<file path="src/rtl/d8_pkg.sv">
// Shared d8 opcode map and writeback source encodings, used by the
// writeback-select stage and the control unit.
package d8_pkg;

    localparam logic [31:0] OP_ALU_LO = 32'h01;
    localparam logic [31:0] OP_ALU_HI = 32'h04;
    localparam logic [31:0] OP_LD_LO  = 32'h05;
    localparam logic [31:0] OP_LD_HI  = 32'h06;
    localparam logic [31:0] OP_LDI    = 32'h07;

    typedef enum logic [1:0] {
        SRC_B   = 2'd0,
        SRC_ALU = 2'd1,
        SRC_MEM = 2'd2,
        SRC_IMM = 2'd3
    } src_t;

    typedef enum logic {
        ST_RUN  = 1'b0,
        ST_WAIT = 1'b1
    } wb_state_t;

    // Opcode arrives zero-extended to 32 bits so any OPW up to 32 decodes alike.
    function automatic src_t decode_src(input logic [31:0] op_ext);
        if (op_ext >= OP_ALU_LO && op_ext <= OP_ALU_HI) return SRC_ALU;
        if (op_ext >= OP_LD_LO && op_ext <= OP_LD_HI)   return SRC_MEM;
        if (op_ext == OP_LDI)                           return SRC_IMM;
        return SRC_B;
    endfunction

endpackage

</file>
<file path="src/rtl/d8_wb_fifo.sv">
// Synchronous FIFO holding packed writeback results; the head is read
// combinationally from storage at the read pointer.
module d8_wb_fifo #(
    parameter int W     = 11,
    parameter int DEPTH = 2
) (
    input  logic                     clk,
    input  logic                     rst_n,
    input  logic                     push,
    input  logic [W-1:0]             wdata,
    input  logic                     pop,
    output logic [W-1:0]             rdata,
    output logic [$clog2(DEPTH):0]   count
);

    localparam int AW = $clog2(DEPTH);
    localparam int CW = AW + 1;

    logic [W-1:0]  mem [DEPTH];
    logic [AW-1:0] wptr;
    logic [AW-1:0] rptr;
    logic          push_ok;
    logic          pop_ok;

    assign push_ok = push && (count != CW'(DEPTH));
    assign pop_ok  = pop && (count != '0);
    assign rdata   = mem[rptr];

    // Storage is cleared on reset so the head fields read zero out of reset.
    always_ff @(posedge clk or negedge rst_n) begin
        if (!rst_n) begin
            wptr  <= '0;
            rptr  <= '0;
            count <= '0;
            for (int i = 0; i < DEPTH; i++) begin
                mem[i] <= '0;
            end
        end else begin
            if (push_ok) begin
                mem[wptr] <= wdata;
                wptr      <= wptr + AW'(1);
            end
            if (pop_ok) begin
                rptr <= rptr + AW'(1);
            end
            count <= count + CW'(push_ok) - CW'(pop_ok);
        end
    end

endmodule

</file>
<file path="src/rtl/d8_wb_sel.sv">
// Writeback-select stage: decodes each accepted op, picks its result source
// and buffers results in a small FIFO; loads park in WAIT until mem_rvalid.
module d8_wb_sel
    import d8_pkg::*;
#(
    parameter int WIDTH = 8,
    parameter int OPW   = 8,
    parameter int DEPTH = 2
) (
    input  logic             clk,
    input  logic             rst_n,
    input  logic             in_valid,
    output logic             in_ready,
    input  logic [OPW-1:0]   op,
    input  logic [WIDTH-1:0] b_in,
    input  logic [WIDTH-1:0] s,
    input  logic [WIDTH-1:0] imm,
    input  logic             mem_rvalid,
    input  logic [WIDTH-1:0] mem_rdata,
    output logic             out_valid,
    input  logic             out_ready,
    output logic [WIDTH-1:0] out_data,
    output logic [1:0]       out_src,
    output logic             out_zero,
    output logic             busy
);

    localparam int CW = $clog2(DEPTH) + 1;
    localparam int FW = WIDTH + 3;

    wb_state_t        state;
    wb_state_t        state_nx;
    logic             started;
    logic [CW-1:0]    count;
    logic             accept;
    logic             push;
    logic             pop;
    logic [FW-1:0]    push_word;
    logic [FW-1:0]    head_word;
    src_t             dec_src;
    logic [WIDTH-1:0] dec_data;

    assign dec_src = decode_src(32'(op));

    always_comb begin
        case (dec_src)
            SRC_ALU: dec_data = s;
            SRC_IMM: dec_data = imm;
            default: dec_data = b_in;
        endcase
    end

    // in_ready depends only on registered state, never on out_ready.
    assign in_ready  = started && (state == ST_RUN) && (count < CW'(DEPTH));
    assign accept    = in_valid && in_ready;
    assign out_valid = (count != '0);
    assign pop       = out_valid && out_ready;
    assign busy      = (state == ST_WAIT) || (count != '0);

    always_ff @(posedge clk or negedge rst_n) begin
        if (!rst_n) begin
            state   <= ST_RUN;
            started <= 1'b0;
        end else begin
            state   <= state_nx;
            started <= 1'b1;
        end
    end

    always_comb begin
        state_nx  = state;
        push      = 1'b0;
        push_word = '0;
        case (state)
            ST_RUN: begin
                if (accept) begin
                    if (dec_src == SRC_MEM) begin
                        state_nx = ST_WAIT;
                    end else begin
                        push      = 1'b1;
                        push_word = {dec_data, dec_src, (dec_data == '0)};
                    end
                end
            end
            ST_WAIT: begin
                // A slot was reserved when the load was accepted.
                if (mem_rvalid) begin
                    push      = 1'b1;
                    push_word = {mem_rdata, SRC_MEM, (mem_rdata == '0)};
                    state_nx  = ST_RUN;
                end
            end
            default: state_nx = ST_RUN;
        endcase
    end

    d8_wb_fifo #(
        .W     (FW),
        .DEPTH (DEPTH)
    ) u_fifo (
        .clk   (clk),
        .rst_n (rst_n),
        .push  (push),
        .wdata (push_word),
        .pop   (pop),
        .rdata (head_word),
        .count (count)
    );

    assign out_data = head_word[FW-1:3];
    assign out_src  = head_word[2:1];
    assign out_zero = head_word[0];

endmodule

</file>
<file path="config.mk">
export PLATFORM = sky130hd
export DESIGN_NAME = d8_wb_sel
export DESIGN_NICKNAME = d
export VERILOG_FILES = /design/src/rtl/d8_pkg.sv /design/src/rtl/d8_wb_fifo.sv /design/src/rtl/d8_wb_sel.sv
export SDC_FILE = /design/constraint.sdc
export NUM_CORES = 1
export LEC_CHECK = 0
export ABC_AREA = 0
export CAP_MARGIN = 10
export CELL_PAD_IN_SITES_DETAIL_PLACEMENT = 1
export CELL_PAD_IN_SITES_GLOBAL_PLACEMENT = 2
export CORE_ASPECT_RATIO = 2
export CORE_UTILIZATION = 29
export DETAILED_ROUTE_END_ITERATION = 8
export GPL_TIMING_DRIVEN = 0
export HOLD_SLACK_MARGIN = 0.02
export PLACE_DENSITY = 0.9
export SLEW_MARGIN = 20
export SYNTH_ARGS = -nofsm -noshare
export SYNTH_HDL_FRONTEND = slang
export SYNTH_SLANG_ARGS = --single-unit
export TNS_END_PERCENT = 30
</file>
<file path="constraint.sdc">
create_clock -name clk -period 2.9 [get_ports clk]
set_clock_uncertainty 0.05 [all_clocks]
set_input_delay 0.87 -clock clk [delete_from_list [all_inputs] [get_ports clk]]
set_output_delay 0.87 -clock clk [all_outputs]
set_load 0.1 [all_outputs]
</file>
==> results.json <==
{
  "crit_chain": "nor3b_4, dlygate4sd2_1",
  "worst_pin_slew_ps": 955.0,
  "min_from": "u_fifo.mem[13]$_DFFE_PN0P_",
  "drc": 0,
  "synth.distinct_cells": 45,
  "grt_max_degree": 29,
  "fill_cells": 725,
  "power.leakage_nw": 1.127,
  "hold_violations": 0,
  "gp_congestion": 0.7881,
  "final_cell_mix": "clkdlybuf4s50_1, mux2_2, dfrtp_1",
  "reg2regPathDepth": 6,
  "vdd_ir_drop_max_mv": 0.2591,
  "fin_crit_sh_pct": 95.73,
  "worst_hold_path.endpoint": "u_fifo.mem[13]$_DFFE_PN0P_",
  "tritoncts": "done",
  "fmax_mhz": 360.2,
  "maxCapViolations": 0,
  "worstReg2RegEnd": "u_fifo.mem[15]$_DFFE_PN0P_",
  "syn_area_um2": 1866,
  "syn_inst": 170,
  "status": "complete, no violations",
  "clk_path_buf_depth": 2,
  "whs_path_depth": 1,
  "port_buffers": 56,
  "slew_headroom_pct": 36.59,
  "seq_area_frac_synth_pct": 37.56,
  "grt_pass1_vias": 1651,
  "die-area_um2": 6777,
  "row_count": 41,
  "grt_overflow_total": 0,
  "cts-htree-levels": 1,
  "layout_commonest_cell": "clkdlybuf4s50_1",
  "critPathMaxFanout": 5,
  "drv_slew": 0,
  "ys.flop_type": "dfrtp_1",
  "die_w_um": 58.72,
  "start_util_pct": 29.81,
  "ios": 59,
  "via_per_inst": 4.829,
  "r2r_setup_slack_ps": 540,
  "die-height_um": 115.4,
  "drtIter0Drc": 16,
  "grt_usage_pct": 15.38,
  "yosysTopAreaCell": "dfrtp_1",
  "yosys_warnings": 0,
  "antenna_cells": 0,
  "setup_violations": 0,
  "dp_slack_ps": -408.0,
  "wl_um": 4733,
  "timing.rr.start": "state$_DFF_PN0_",
  "core_area_um2": 6259,
  "ant_nets": 0,
  "postCtsHoldBufs": 0,
  "clockRootBuffer": "clkbuf_16",
  "synth.avg_cell_area_um2": 10.97,
  "clkSinkCount": 28,
  "grt_first_pass_wirelength_um": 7790,
  "dr.pass1.iters": 3,
  "cp_slowest_stage_delay_ps": 880,
  "cp_slowest_cell": "dlygate4sd2_1",
  "insertion_delay_ps": 260,
  "netlist_top_cells_area": "dfrtp_1, mux2_2, mux2i_1",
  "cts_buffers": 3,
  "final_core_utilization_pct": 41.86,
  "synth-edff-count": 0,
  "start_kind": "flop",
  "synthArstFlopShare_pct": 100.0,
  "crit_arrival_ps": 1860,
  "synth_seq_cells": 28,
  "rsz0062_at_grt": "false",
  "antenna_found_initial": 0,
  "worst_hold_path_type": "reg -> reg",
  "netlist.area_leader.share_pct": 37.56,
  "synth_nets": 217,
  "worstSetupEndpointType": "primary output",
  "vias": 1521,
  "drive_gt1_share_pct": 28.82,
  "worst_slack_ps": 124.0,
  "dp_hpwl_um": 3959,
  "area_delta_synth_final_pct": 40.44,
  "nets": 278,
  "cp.required_ps": 1980,
  "powerDensity_nw_per_um2": 753.2,
  "drt-wirelength-per-cell_um": 15.03,
  "cts.clk_slew.worst_paths_ps": 60,
  "path_class": "reg -> out",
  "min_period_ps": 2776
}
## kinds of logic (layout without fill, tap and decap cells)
kind of cell / count (synthesis) / count (layout) / synth area share (%)
DFF: 28 / 28 / 37.56
and+or+nand+nor: 45 / 45 / 13.95
buffers and inverters: 15 / 74 / 4.829
muxes: 43 / 43 / 26.43
other: 1 / 1 / 0.2010
xor gates and xnor gates: 6 / 6 / 3.824
AOI/OAI and AO/OA: 30 / 30 / 11.87
adders and majority gates: 2 / 2 / 1.341
## cells in the mapped netlist, drive strengths merged (2+ instances only)
| library cell | count |
|---|---|
| nor2 | 7 |
| nand2 | 15 |
| a21oi | 3 |
| xor2 | 2 |
| and2 | 4 |
| o22ai | 3 |
| nor3 | 2 |
| o31ai | 3 |
| ha | 2 |
| a2bb2oi | 3 |
| mux2i | 8 |
| or3 | 5 |
| o21ai | 8 |
| xnor2 | 4 |
| inv | 7 |
| nor4 | 2 |
| or2 | 2 |
| buf | 8 |
| mux2 | 35 |
| nand3b | 2 |
| dfrtp | 28 |
| o2bb2ai | 3 |
## how the worst max path moves through the flow
stage	to	cells after the start	start	slack, ps
5_1_grt	in_ready	2	state$_DFF_PN0_	50
3_3_place_gp	out_zero	3	u_fifo.rptr$_DFFE_PN0P_	-380
3_5_place_dp	out_zero	3	u_fifo.rptr$_DFFE_PN0P_	-410
2_1_floorplan	u_fifo.mem[14]$_DFFE_PN0P_	6	state$_DFF_PN0_	40
4_1_cts	in_ready	2	state$_DFF_PN0_	100
6_report	in_ready	2	state$_DFF_PN0_	120
## power by group
part | switching, mW | internal, mW | leakage, nW | total (mW)
logic | 0.727 | 0.368 | 0.715 | 1.09
registers | 0.0707 | 0.507 | 0.375 | 0.578
clock network | 0.118 | 0.183 | 0.0370 | 0.301
total | 0.916 | 1.06 | 1.13 | 1.97
## critical path, delay by kind of cell, from the launching register on
family / cells / cell delay, ps
buf+inv: 1 / 880
flops: 1 / 450
simple gates: 1 / 270
## stage by stage
| step | setup TNS [ps] | power [mW] | instance area (µm²) | hold slack (ps) | instances |
|---|---|---|---|---|---|
| floorplan | 0 | 1.455 | 1866 | 413.9 | 170 |
| global placement | -7151 | 1.695 | 2534 | 427.2 | 312 |
| detailed placement | -8156 | 1.721 | 2529 | 440.6 | 312 |
| CTS | 0 | 2.000 | 2613 | 456.9 | 315 |
| global route | 0 | 2.079 | 2620 | 464.7 | 315 |
| finish | 0 | 1.973 | 2620 | 452.9 | 315 |
## flip-flops by register name (all words and copies together) (netlist names)
| signal | flops |
|---|---|
| u_fifo.mem | 22 |
| u_fifo.count | 2 |
| started | 1 |
| state | 1 |
| u_fifo.rptr | 1 |
| u_fifo.wptr | 1 |
## per-layer routing
| layer | global-route usage, % | vias to the layer above | wire length (µm) |
|---|---|---|---|
| li1 | - | 731 | - |
| met3 | 1.004 | 6 | 113 |
| met1 | 16.13 | 742 | 1692 |
| met2 | 30.34 | 42 | 2825 |
| met4 | 6.190 | 0 | 102 |
| met5 | 0 | - | 0 |
## cell type report
class                   count  area [µm²]  share of cell area [%]
repair buffers             56       559.3                   21.35
inverters                   7       26.28                   1.003
clock buffers               3       75.07                   2.865
multi-input cells         127        1086                   41.45
flip-flops and latches     28       700.7                   26.74
well taps                  86       107.6                   4.107
plain buffers               8       65.06                   2.483
## timing repair
item | CTS | global route
setup endpoints to repair | 21 | 5
resized for setup | 35 | 2
buffers inserted | 0 | 0
cloned | 0 | 0
pin swaps | 0 | 0
No activity file was read; power rests on OpenSTA's default activity.
